File: src/rtl/sram_axi_bridge_pkg.sv
// -----------------------------------------------------------------------------
// sram_axi_bridge_pkg
// Shared definitions for the SRAM-to-AXI3 bridge:
//   - bridge_state_t : FSM state encoding (3 bits)
//   - AXI size / burst constants used on the address channels
//   - default transaction IDs for fetches and data accesses
//   - size_for_bytes : maps an enabled-byte count onto an AXI size code
// -----------------------------------------------------------------------------
package sram_axi_bridge_pkg;

   typedef enum logic [2:0] {
      ST_IDLE    = 3'd0,
      ST_D_RADDR = 3'd1,
      ST_D_RDATA = 3'd2,
      ST_D_WADDR = 3'd3,
      ST_D_WRESP = 3'd4,
      ST_I_RADDR = 3'd5,
      ST_I_RDATA = 3'd6
   } bridge_state_t;

   localparam logic [2:0] AXI_SIZE_1B    = 3'd0;
   localparam logic [2:0] AXI_SIZE_2B    = 3'd1;
   localparam logic [2:0] AXI_SIZE_4B    = 3'd2;
   localparam logic [1:0] AXI_BURST_INCR = 2'b01;

   localparam logic [3:0] INST_ID_DEF = 4'd0;
   localparam logic [3:0] DATA_ID_DEF = 4'd1;

   // One enabled byte -> byte access, two -> halfword, anything else -> word.
   function automatic logic [2:0] size_for_bytes(input logic [3:0] nbytes);
      case (nbytes)
         4'd1:    size_for_bytes = AXI_SIZE_1B;
         4'd2:    size_for_bytes = AXI_SIZE_2B;
         default: size_for_bytes = AXI_SIZE_4B;
      endcase
   endfunction

endpackage

File: src/rtl/sram_axi_bridge_axi_wchan_join.sv
// -----------------------------------------------------------------------------
// axi_wchan_join
// Raises awvalid and wvalid together while 'active' is high and tracks the two
// handshakes independently. Each valid drops once its own handshake has been
// seen; both_done pulses in the cycle the second (or a simultaneous) handshake
// completes, which also re-arms the tracker for the next write.
// Ports:
//   clk, rst        clock, synchronous active-high reset
//   active          bridge is in its write-address phase
//   awready, wready AXI slave readies
//   awvalid, wvalid AXI valids
//   both_done       both channels have handshaken (combinational)
// -----------------------------------------------------------------------------
module axi_wchan_join (
   input  logic clk,
   input  logic rst,
   input  logic active,
   input  logic awready,
   input  logic wready,
   output logic awvalid,
   output logic wvalid,
   output logic both_done
);

   logic aw_done_reg;
   logic w_done_reg;
   logic aw_hs;
   logic w_hs;

   assign awvalid   = active & ~aw_done_reg;
   assign wvalid    = active & ~w_done_reg;
   assign aw_hs     = awvalid & awready;
   assign w_hs      = wvalid & wready;
   assign both_done = active & (aw_done_reg | aw_hs) & (w_done_reg | w_hs);

   always_ff @(posedge clk) begin
      if (rst || both_done) begin
         aw_done_reg <= 1'b0;
         w_done_reg  <= 1'b0;
      end else begin
         if (aw_hs) aw_done_reg <= 1'b1;
         if (w_hs)  w_done_reg  <= 1'b1;
      end
   end

endmodule

File: src/rtl/sram_axi_bridge.sv
// -----------------------------------------------------------------------------
// sram_axi_bridge
// Converts the core's inst-SRAM and data-SRAM request ports into single-beat
// AXI3 transactions, one outstanding at a time, data before fetch.
// Ports:
//   clk, rst                      clock, synchronous active-high reset
//   inst_sram_*                   fetch request / returned instruction
//   data_sram_*                   load/store request / returned load data
//   stallreq_bus                  high while any requested access is pending
//   ar*/r*                        AXI read address / read data channels
//   aw*/w*/b*                     AXI write address / data / response channels
//   *len/*burst/*lock/*cache/*prot constant tie-offs (single INCR beat)
// -----------------------------------------------------------------------------
module sram_axi_bridge
   import sram_axi_bridge_pkg::*;
#(
   parameter int          ADDR_W  = 32,
   parameter int          DATA_W  = 32,
   parameter logic [3:0]  INST_ID = INST_ID_DEF,
   parameter logic [3:0]  DATA_ID = DATA_ID_DEF
) (
   input  logic                  clk,
   input  logic                  rst,
   // core side
   input  logic                  inst_sram_en,
   input  logic [ADDR_W-1:0]     inst_sram_addr,
   output logic [DATA_W-1:0]     inst_sram_rdata,
   input  logic                  data_sram_en,
   input  logic [DATA_W/8-1:0]   data_sram_wen,
   input  logic [ADDR_W-1:0]     data_sram_addr,
   input  logic [DATA_W-1:0]     data_sram_wdata,
   output logic [DATA_W-1:0]     data_sram_rdata,
   output logic                  stallreq_bus,
   // AXI read address
   output logic [3:0]            arid,
   output logic [ADDR_W-1:0]     araddr,
   output logic [3:0]            arlen,
   output logic [2:0]            arsize,
   output logic [1:0]            arburst,
   output logic [1:0]            arlock,
   output logic [3:0]            arcache,
   output logic [2:0]            arprot,
   output logic                  arvalid,
   input  logic                  arready,
   // AXI read data
   input  logic [3:0]            rid,
   input  logic [DATA_W-1:0]     rdata,
   input  logic                  rvalid,
   output logic                  rready,
   // AXI write address
   output logic [3:0]            awid,
   output logic [ADDR_W-1:0]     awaddr,
   output logic [3:0]            awlen,
   output logic [2:0]            awsize,
   output logic [1:0]            awburst,
   output logic [1:0]            awlock,
   output logic [3:0]            awcache,
   output logic [2:0]            awprot,
   output logic                  awvalid,
   input  logic                  awready,
   // AXI write data
   output logic [3:0]            wid,
   output logic [DATA_W-1:0]     wdata,
   output logic [DATA_W/8-1:0]   wstrb,
   output logic                  wlast,
   output logic                  wvalid,
   input  logic                  wready,
   // AXI write response
   input  logic                  bvalid,
   output logic                  bready
);

   localparam int STRB_W = DATA_W / 8;

   bridge_state_t         state_reg, state_next;
   logic [ADDR_W-1:0]     addr_reg;
   logic [DATA_W-1:0]     wdata_reg;
   logic [STRB_W-1:0]     wen_reg;
   logic                  inst_done_reg;
   logic                  data_done_reg;
   logic [DATA_W-1:0]     inst_rdata_reg;
   logic [DATA_W-1:0]     data_rdata_reg;

   logic                  inst_req;
   logic                  data_req;
   logic                  inst_fin;
   logic                  data_rfin;
   logic                  data_wfin;
   logic                  wr_active;
   logic                  wr_both_done;
   logic [3:0]            wen_cnt;

   // ---------------------------------------------------------------- core side
   assign inst_req     = inst_sram_en & ~inst_done_reg;
   assign data_req     = data_sram_en & ~data_done_reg;
   assign stallreq_bus = inst_req | data_req;

   assign inst_sram_rdata = inst_rdata_reg;
   assign data_sram_rdata = data_rdata_reg;

   // A beat whose ID does not match the outstanding request is ignored.
   assign inst_fin  = (state_reg == ST_I_RDATA) & rvalid & (rid == INST_ID);
   assign data_rfin = (state_reg == ST_D_RDATA) & rvalid & (rid == DATA_ID);
   assign data_wfin = (state_reg == ST_D_WRESP) & bvalid;

   // ---------------------------------------------------------------- AXI payload
   // The request is latched when leaving IDLE so the AXI payload stays stable
   // until its handshake even if the core drops en mid-transaction.
   assign araddr = addr_reg;
   assign awaddr = addr_reg;
   assign awid   = DATA_ID;
   assign wid    = DATA_ID;
   assign wdata  = wdata_reg;
   assign wstrb  = wen_reg;
   assign wlast  = 1'b1;
   assign arsize = AXI_SIZE_4B;

   always_comb begin
      wen_cnt = '0;
      for (int i = 0; i < STRB_W; i++) begin
         wen_cnt = wen_cnt + {3'b000, wen_reg[i]};
      end
   end

   assign awsize = size_for_bytes(wen_cnt);

   assign arlen   = 4'd0;
   assign arburst = AXI_BURST_INCR;
   assign arlock  = 2'd0;
   assign arcache = 4'd0;
   assign arprot  = 3'd0;
   assign awlen   = 4'd0;
   assign awburst = AXI_BURST_INCR;
   assign awlock  = 2'd0;
   assign awcache = 4'd0;
   assign awprot  = 3'd0;

   // ---------------------------------------------------------------- write join
   axi_wchan_join u_wjoin (
      .clk       (clk),
      .rst       (rst),
      .active    (wr_active),
      .awready   (awready),
      .wready    (wready),
      .awvalid   (awvalid),
      .wvalid    (wvalid),
      .both_done (wr_both_done)
   );

   // ---------------------------------------------------------------- FSM
   always_ff @(posedge clk) begin
      if (rst) begin
         state_reg <= ST_IDLE;
      end else begin
         state_reg <= state_next;
      end
   end

   always_comb begin
      state_next = state_reg;
      arvalid    = 1'b0;
      arid       = INST_ID;
      rready     = 1'b0;
      bready     = 1'b0;
      wr_active  = 1'b0;
      case (state_reg)
         ST_IDLE: begin
            if (data_req) begin
               state_next = (|data_sram_wen) ? ST_D_WADDR : ST_D_RADDR;
            end else if (inst_req) begin
               state_next = ST_I_RADDR;
            end
         end
         ST_D_RADDR: begin
            arvalid = 1'b1;
            arid    = DATA_ID;
            if (arready) state_next = ST_D_RDATA;
         end
         ST_D_RDATA: begin
            rready = 1'b1;
            if (data_rfin) state_next = ST_IDLE;
         end
         ST_D_WADDR: begin
            wr_active = 1'b1;
            if (wr_both_done) state_next = ST_D_WRESP;
         end
         ST_D_WRESP: begin
            bready = 1'b1;
            if (bvalid) state_next = ST_IDLE;
         end
         ST_I_RADDR: begin
            arvalid = 1'b1;
            arid    = INST_ID;
            if (arready) state_next = ST_I_RDATA;
         end
         ST_I_RDATA: begin
            rready = 1'b1;
            if (inst_fin) state_next = ST_IDLE;
         end
         default: state_next = ST_IDLE;
      endcase
   end

   // ---------------------------------------------------------------- datapath
   always_ff @(posedge clk) begin
      if (rst) begin
         addr_reg       <= '0;
         wdata_reg      <= '0;
         wen_reg        <= '0;
         inst_done_reg  <= 1'b0;
         data_done_reg  <= 1'b0;
         inst_rdata_reg <= '0;
         data_rdata_reg <= '0;
      end else begin
         if (state_reg == ST_IDLE) begin
            if (data_req) begin
               addr_reg  <= data_sram_addr;
               wdata_reg <= data_sram_wdata;
               wen_reg   <= data_sram_wen;
            end else if (inst_req) begin
               addr_reg  <= inst_sram_addr;
            end
         end

         if (inst_fin)  inst_rdata_reg <= rdata;
         if (data_rfin) data_rdata_reg <= rdata;

         // Flags clear in the cycle the core advances. A completion seen while
         // no request is pending (en dropped) must not mark a later one done.
         if (!stallreq_bus) begin
            inst_done_reg <= 1'b0;
            data_done_reg <= 1'b0;
         end else begin
            if (inst_fin)               inst_done_reg <= 1'b1;
            if (data_rfin || data_wfin) data_done_reg <= 1'b1;
         end
      end
   end

endmodule

File: config.mk
export PLATFORM = sky130hd
export DESIGN_NAME = sram_axi_bridge
export DESIGN_NICKNAME = d
export VERILOG_FILES = /design/src/rtl/sram_axi_bridge_pkg.sv /design/src/rtl/sram_axi_bridge_axi_wchan_join.sv /design/src/rtl/sram_axi_bridge.sv
export SDC_FILE = /design/constraint.sdc
export NUM_CORES = 1
export LEC_CHECK = 0
export BUFFER_PORTS_ARGS = -buffer_cell sky130_fd_sc_hd__buf_2
export CAP_MARGIN = 20
export CORE_AREA = 2 2 141 143
export DETAILED_ROUTE_END_ITERATION = 12
export DIE_AREA = 0 0 143 145
export PLACE_DENSITY = 0.59
export REMOVE_ABC_BUFFERS = 1
export SYNTH_ARGS = -nofsm -noshare
export SYNTH_HDL_FRONTEND = slang
export SYNTH_SLANG_ARGS = --single-unit
File: constraint.sdc
create_clock -name clk -period 2.7 [get_ports clk]
set_input_delay 0.54 -clock clk [delete_from_list [all_inputs] [get_ports clk]]
set_output_delay 0.54 -clock clk [all_outputs]
set_load 0.1 [all_outputs]
# Word-level counts from Yosys, hierarchy flattened
# Cells that the tools add are included.
# word_totals
out_inout_bits	219
elab_cells	80
input_bits	145
register_bits	139
# op_classes
bitwise_logic	21
muxes	18
reduce_logical	12
n_addsub	3
eq_ne	16
# op_table
operator	n
32-bit 2-to-1 mux	2
3-bit 2-to-1 mux	8
3-bit case mux with 7 select lines	1
1-bit bitwise AND	13
2-bit inequality test, second input constant	5
3-bit equality test, second input constant	3
4-bit by 1-bit equality test with 1-bit output, second input constant	2
7-bit AND reduction	1
3-bit by 2-bit equality test with 1-bit output, second input constant	2
2-bit OR reduction	3
1-bit 2-to-1 mux	5
1-bit NOT	5
3-bit by 1-bit adder with 4-bit output	1
4-bit by 2-bit equality test with 1-bit output, second input constant	1
4-bit zero test	1
2-bit case mux with 2 select lines	1
2-bit AND reduction	2
4-bit OR reduction	1
2-bit by 1-bit adder with 3-bit output	1
3-bit by 1-bit equality test with 1-bit output, second input constant	1
3-bit zero test	1
3-bit inequality test, second input constant	1
1-bit OR	3
1-bit by 1-bit adder with 2-bit output	1
other kinds (4)	5

# Logic depth before layout (Yosys ltp)
# Gate-level depths: netlist (run 1).
# logic_depth
ltp_word	9
mapped_depth	7
depth_no_buf	7

# By module
# A second synthesis (run 1) with hierarchy kept.
# unflattened
hier_cells	771
hier_area_um2	6188.4
# modules_own_cells
mod	area_each_um2	seq_area_each_um2	n_inst	cells_each
sram_axi_bridge	6083.3	2742.6	1	760
axi_wchan_join	105.1	40.0	1	11

# Least setup slack after synthesis (run 1)
# No wires, ideal clock.
# synth_path
path_kind	register to output
startpoint	register wen_reg[0] (netlist: wstrb[0])
endpoint	output port awsize[0]
path_slack_ns	-2.194
path_stages_with_launch	7
t_arrival_ns	4.354
path_buffers	0
required_ns	2.160
path_cell_list	dfxtp_1 -> inv_1 -> fa_1 -> inv_1 -> ha_1 -> ha_1 -> nor3b_1
# synth_via
elab_chain_len	5
word_cells_on_any_way	6
cone_classes	add/sub: 3; eq/ne: 2; mux: 1
# synth_rtl
item	line_no	rtl
from (decl)	sram_axi_bridge.sv:78	logic [STRB_W-1:0] wen_reg;
from (signal assigned)	sram_axi_bridge.sv:219	wen_reg <= data_sram_wen;
1-bit by 1-bit adder with 2-bit output (*)	sram_axi_bridge.sv:121	wen_cnt = wen_cnt + {3'b000, wen_reg[i]};
2-bit by 1-bit adder with 3-bit output (*)	sram_axi_bridge.sv:121	
3-bit by 1-bit adder with 4-bit output (*)	sram_axi_bridge.sv:121	
4-bit by 2-bit equality test with 1-bit output or 4-bit by 1-bit equality test with 1-bit output (tied branches)	sram_axi_bridge_pkg.sv:31	case (nbytes)
2-bit case mux with 2 select lines (*)	sram_axi_bridge_pkg.sv:31	
to (decl)	sram_axi_bridge.sv:54	output logic [2:0] awsize,
# Mark *: on every way between the ends. The rest lies on a longest branch, timed or not.

# Final worst setup path (run 1)
# layout_path
startpoint	register wen_reg[3] (netlist: wstrb[3])
endpoint	output port awsize[1]
# layout_via
elab_chain_len	3
word_cells_on_any_way	4
cone_classes	add/sub: 1; eq/ne: 2; mux: 1
# layout_rtl
item	line_no
3-bit by 1-bit adder with 4-bit output (*)	sram_axi_bridge.sv:121
4-bit by 2-bit equality test with 1-bit output or 4-bit by 1-bit equality test with 1-bit output (tied branches)	sram_axi_bridge_pkg.sv:31
2-bit case mux with 2 select lines (*)	sram_axi_bridge_pkg.sv:31
# Marked as above.

==> results_dict.tcl, run 1 <==
set metrics [dict create \
    crit_chain "inv_2, fa_1, inv_2, ha_4, ha_4, xor2_1, nand2b_1, buf_12" \
    drv_slew 0 \
    via_per_inst 4.41 \
    p_leak_nw 3.84 \
    switchingPower_mw 5.02 \
    power_frac_seq_pct 26.3 \
    syn_inst 769 \
    fin_nets 1181 \
    cp-end-kind "primary output" \
    area_delta_synth_final_pct 33.5 \
    required_ns 2.16 \
    critPathTopFamily "adder cells" \
    p_clk_share_pct 24.5 \
    first_iter_violations 254 \
    die_h_um 145 \
    violations "setup timing" \
    clockBufferDepth 2 \
    powerDensity_nw_per_um2 1150 \
    intPower_mw 4.44 \
    grt_pass1_wl_um 28200 \
    cp.arrival_ns 2.24 \
    cts_tree "yes" \
    numClockSinks 139 \
    fp.coreArea_um2 19200 \
    rr_startpoint "state_reg[0]" \
    synth_top_area_share_pct 45.1 \
    power_mw 9.46 \
    r2r_cells 5 \
    synth-seq-cells 139 \
    final_common_cell "buf_2" \
    diodes 0 \
    path_class "flip-flop to primary output" \
    crit_path_start_kind "flip-flop" \
    stdcell_area_um2 8240 \
    ys_types 38 \
    switching_share_pct 53.1 \
    cts-root-buf "clkbuf_16" \
    drt-total-wl_um 18200 \
    start_util_pct 32.1 \
    status "finished, violations left" \
    holdPathStages 3 \
    timing.rr.end "state_reg[1]" \
    min_period_ns 2.78 \
    track_usage_pct 17.2 \
    combPwrFrac_pct 49.2 \
    hold_viol 0 \
    dp_hpwl_um 13100 \
    vias 5775 \
    critPathSlowestCell "fa_1" \
    wl_per_cell_um 13.9 \
    ys_seq_area_share_pct 45.1 \
    holdBufCountCts 0 \
    tightestPinTransition_ns 0.757 \
    rsz0062_at_grt "true" \
    relSlewSlack_pct 48.8 \
    setup_slack_ns -0.0797 \
    irDropWorstVdd_v 0.000920 \
    row_count 51 \
    yosysWarnings 0 \
    first_global_vias 5303 \
    pre_cts_slack_ns 0.149 \
    synth_area_leaders "dfxtp_1, nand2_1, buf_4" \
    h-tree-depth 4 \
    drive_gt1_share_pct 38.7 \
    clk_pin_slew_worst_paths_ns 0.06 \
    port_buffers 317 \
    min_path_type "input pin to flip-flop" \
    fmax_mhz 360 \
    syn_area_per_cell_um2 8.03 \
    drc 0 \
    fin_worst_skew_ns 0.00598 \
    timing.final.crit_share_pct 103 \
    r2r_slack_ns 0.91 \
    netlist_area_um2 6170 \
    grt_overflow 0 \
    grt_antenna_before_repair 1 \
    drtPass1Iterations 5 \
    crit_path_max_fanout 2 \
    maxCapViolations 0 \
    cts_buffers 17 \
    ant_nets 0 \
    final_util_pct 42.9 \
    layout_common_cells "buf_2, nand2_1, dfxtp_1" \
    cp_num_buf_inv 3 \
    post_dp_cell_area_um2 7590 \
    yosysTopAreaCell "dfxtp_1" \
    setup-violations-final 2 \
    clock_latency_ns 0.41 \
    gp_congestion 0.764 \
    fp.dieW_um 143 \
    min-delay-start "data_sram_wdata[22]" \
    hold-path-endpoint "wdata[22]" \
    die-area_um2 20700 \
    ios 364 \
    grt_max_degree 65 \
    slowest_delay_ns 0.55 \
]
final cells by class:
class / count / area (um2)
timing repair buffer: 333 / 1790
inverter: 6 / 22.5
clock buffer: 19 / 443
sequential: 139 / 2790
fill: 1962 / 11000
clock inverter: 13 / 141
multi-input combinational: 536 / 2730
tap: 265 / 332
metrics by stage:
stage,instances,hold WS (ns),TNS [ns]
CTS,1310,0.337,-0.204
global route,1311,0.343,-0.378
finish,1311,0.362,-0.147
floorplan,681,0.463,-40.58
detailed placement,1276,0.443,0
global placement,1276,0.438,0
layer usage:
layer	routed length, um	vias to the layer above	GRT usage (%)
met1	7580	2620	20.5
met4	218	2	5.25
li1	-	2925	-
met2	9270	214	29.9
met5	13	-	0
met3	1160	14	4.62
power by group through the flow:
| stage | sequential [mW] | clock [mW] | combinational, mW |
|---|---|---|---|
| after global routing | 2.53 | 2.48 | 4.82 |
| final | 2.49 | 2.32 | 4.66 |
| after detailed placement | 2.53 | 0 | 4.64 |
| after CTS | 2.49 | 2.39 | 4.68 |
| after global placement | 2.53 | 0 | 4.63 |
| after floorplan | 5.08 | 0 | 1.25 |
synth_stat cells, drive strengths merged:
cell type,number
nand4b,2
and2,2
inv,6
nor3,4
o41ai,1
nor2b,8
nor4b,1
nor2,41
a31oi,3
a211o,1
nand2b,5
a21oi,103
fa,1
o22a,1
nand2,267
a32oi,1
and4b,2
dfxtp,139
nor3b,1
a311oi,32
clkbuf,33
a21boi,1
o211ai,1
and2b,1
xor2,1
a211oi,1
nand3,2
a221oi,1
conb,2
o21ai,2
or3b,1
buf,99
nor4,1
ha,2
cells by family (layout without fill, tap and decap cells):
kind of cell	Yosys count	in the layout	share of synthesized area, %
adders and majority gates	3	3	0.729
and+or+nand+nor	338	338	22.4
AOI/OAI and AO/OA	148	148	17.3
xor gates and xnor gates	1	1	0.142
other	2	46	0.122
DFF	139	139	45.1
buffers and inverters	138	371	14.2
worst register-to-register path: cells and delay by family, from the launching register on:
| family | cells | cell delay, ns |
|---|---|---|
| and+or+nand+nor | 2 | 0.44 |
| AOI/OAI and AO/OA | 2 | 0.47 |
| buffers and inverters | 1 | 0.35 |
| DFF | 1 | 0.46 |
timing repair:
action,in CTS,in global routing
pin swaps,3,2
cloned,0,0
buffers inserted,2,1
resized for setup,10,1
setup endpoints to repair,2,4
how the worst max path moves through the flow:
stage | startpoint | to | slack (ns) | depth (start not counted)
finish | wstrb[3] | awsize[1] | -0.08 | 8
global route | wstrb[3] | awsize[1] | -0.21 | 8
CTS | wstrb[3] | awsize[1] | -0.11 | 8
detailed placement | wstrb[0] | awsize[0] | 0.15 | 7
global placement | wstrb[0] | awsize[0] | 0.14 | 7
floorplan | wstrb[0] | awsize[0] | -2.19 | 6
Power figures use the tool's default switching activity.
==> inputs of run 2 (changes only) <==
--- a/config.mk
+++ b/config.mk
@@ -14,4 +14,5 @@
 export REMOVE_ABC_BUFFERS = 1
 export SYNTH_ARGS = -nofsm -noshare
 export SYNTH_HDL_FRONTEND = slang
+export SYNTH_HIERARCHICAL = 1
 export SYNTH_SLANG_ARGS = --single-unit
==> results_dict.tcl, run 2 <==
set metrics [dict create \
    status "finished, violations left" \
    violations "setup timing" \
    muxShareOfSynthArea_pct 0 \
    cts_tree "yes" \
    holdBufCountCts 0 \
    clk_pin_slew_worst_paths_ns 0.07 \
    synth_top_area_share_pct 45.0 \
    drc 0 \
    grt_overflow 0 \
    critPathSlowestCell "fa_1" \
    ios 364 \
    min_path_type "input pin to flip-flop" \
    maxCapViolations 0 \
    yosysMostFrequentCell "nand2_1" \
    yosys.area_share.simple_pct 22.1 \
    grt_pass1_wl_um 28600 \
    synth_compound_area_share_pct 17.5 \
    drtPass1Iterations 4 \
    crit_path_max_fanout 2 \
    vias 5799 \
    holdWs_ns 0.352 \
    path_class "flip-flop to primary output" \
    port_buffers 317 \
    track_usage_pct 17.6 \
    grt_antenna_before_repair 2 \
    rsz0062_at_grt "true" \
    wl_per_cell_um 14.0 \
    timing.final.crit_share_pct 103 \
    post_dp_cell_area_um2 7600 \
    synth_area_leaders "dfxtp_1, nand2_1, buf_4" \
    start_util_pct 32.2 \
    ys_seq_area_share_pct 45.0 \
    yosysTopAreaCell "dfxtp_1" \
    die-area_um2 20700 \
    drt-total-wl_um 18400 \
    ys_types 38 \
    final_util_pct 43.0 \
    p_leak_nw 3.85 \
    critPathTopFamily "adder cells" \
    fin_worst_skew_ns 0.00724 \
    fin_cells 1312 \
    via_per_inst 4.42 \
    crit_path_start_kind "flip-flop" \
    first_global_vias 5419 \
    ant_nets 0 \
    first_iter_violations 231 \
    clockBufferDepth 2 \
    fin_nets 1182 \
    setup_slack_ns -0.0827 \
    fmax_mhz 359 \
    drv_slew 0 \
    die_h_um 145 \
    dp.cells 1278 \
    drive_gt1_share_pct 38.9 \
    stdcell_area_um2 8260 \
    clock_latency_ns 0.42 \
    slowest_delay_ns 0.55 \
    dp_hpwl_um 13300 \
    synthAdderAreaFrac_pct 0.728 \
    area_delta_synth_final_pct 33.5 \
    gp_congestion 0.773 \
    synth_xor_area_share_pct 0.283 \
    cp-end-kind "primary output" \
    cts-root-buf "clkbuf_16" \
    required_ns 2.16 \
    crit_chain "inv_2, fa_1, inv_2, ha_4, ha_4, xor2_1, nand2b_1, buf_12" \
    syn_inst 771 \
    synth_ff_type "dfxtp_1" \
    relSlewSlack_pct 48.4 \
    grt_max_degree 77 \
    fp.dieW_um 143 \
    netlist_area_um2 6190 \
    setup-violations-final 2 \
    ys_top_cells_by_count "nand2_1, dfxtp_1, a21oi_1" \
    irDropWorstVdd_v 0.00115 \
    row_count 51 \
    h-tree-depth 4 \
    yosysWarnings 6 \
    syn_area_per_cell_um2 8.03 \
    powerDensity_nw_per_um2 1520 \
    pre_cts_slack_ns 0.107 \
    synth_top_family_by_area "simple AND/OR/NAND/NOR gates" \
    layout_common_cells "buf_2, nand2_1, dfxtp_1" \
    numClockSinks 139 \
    synth-seq-cells 139 \
    cp.arrival_ns 2.24 \
    fp.coreArea_um2 19200 \
    cts_buffers 17 \
    min_period_ns 2.78 \
    diodes 0 \
    cp_num_buf_inv 3 \
    final_common_cell "buf_2" \
    hold_viol 0 \
    tightestPinTransition_ns 0.774 \
    synth_edf_count 0 \
    async_flop_share_pct 0 \
]
[run 2: cell types whose count changed after synthesis, sizes merged, moves of 3 or more]
cell and change:
a21oi +6, and3 +4, or4 +3, inv +3, nor2 -5, o21a +3
[run 2: layout make-up]
cell class              instances  area [um2]
repair buffers                331        1780
multi-input cells             536        2720
flip-flops and latches        139        2790
inverters                       9        33.8
clock inverters                13         158
well taps                     265         332
fillers                      2003       10900
clock buffers                  19         453
[run 2: worst min-delay path: cells and delay by family]
| kind | cells | cell delay (ns) |
|---|---|---|
| buffers and inverters | 1 | 0.09 |
| AOI/OAI and AO/OA | 1 | 0.05 |
| and+or+nand+nor | 1 | 0.04 |
[run 2: what timing repair did]
item                       4_1_cts  5_1_grt
pin swaps                        0        3
setup buffers                    1        1
setup endpoints to repair        2        2
gates resized for setup          7        4
[run 2: through the flow]
stage | total power, mW | setup TNS (ns)
after floorplan | 8.91 | -79.13
after global placement | 10.2 | 0
after detailed placement | 10.2 | 0
after CTS | 12.7 | -0.236
after global routing | 13.1 | -0.388
final | 12.6 | -0.159
[run 2: worst paths after layout]
path	from	endpoint	slack [ns]	depth (start not counted)
hold reg to reg	inst_sram_rdata[26]	inst_sram_rdata[26]	0.45	2
hold / removal	data_sram_wdata[11]	wdata[11]	0.35	3
setup reg to reg	state_reg[0]	state_reg[1]	0.59	6
setup / recovery	wstrb[3]	awsize[1]	-0.08	8
[run 2: kinds of logic (layout without fill, tap and decap cells)]
kind of cell	count (synthesis)	after routing
buffers and inverters	140	372
DFF	139	139
and+or+nand+nor	335	335
AOI/OAI and AO/OA	150	150
xor gates and xnor gates	2	2
other	2	46
adders and majority gates	3	3
[run 2: report_power, final]
group / switching, mW / internal [mW]
Sequential: 0.293 / 2.45
Clock: 0.954 / 1.43
Combinational: 6.25 / 1.20
Total: 7.49 / 5.08
[run 2: layer usage]
layer | vias to the layer above | track usage, % | part of all wire [%]
met4 | 0 | 5.84 | 1.6
met1 | 2623 | 21.1 | 42
met2 | 219 | 29.5 | 49
met3 | 24 | 5.68 | 8.0
met5 | - | 0 | 0
li1 | 2933 | - | -
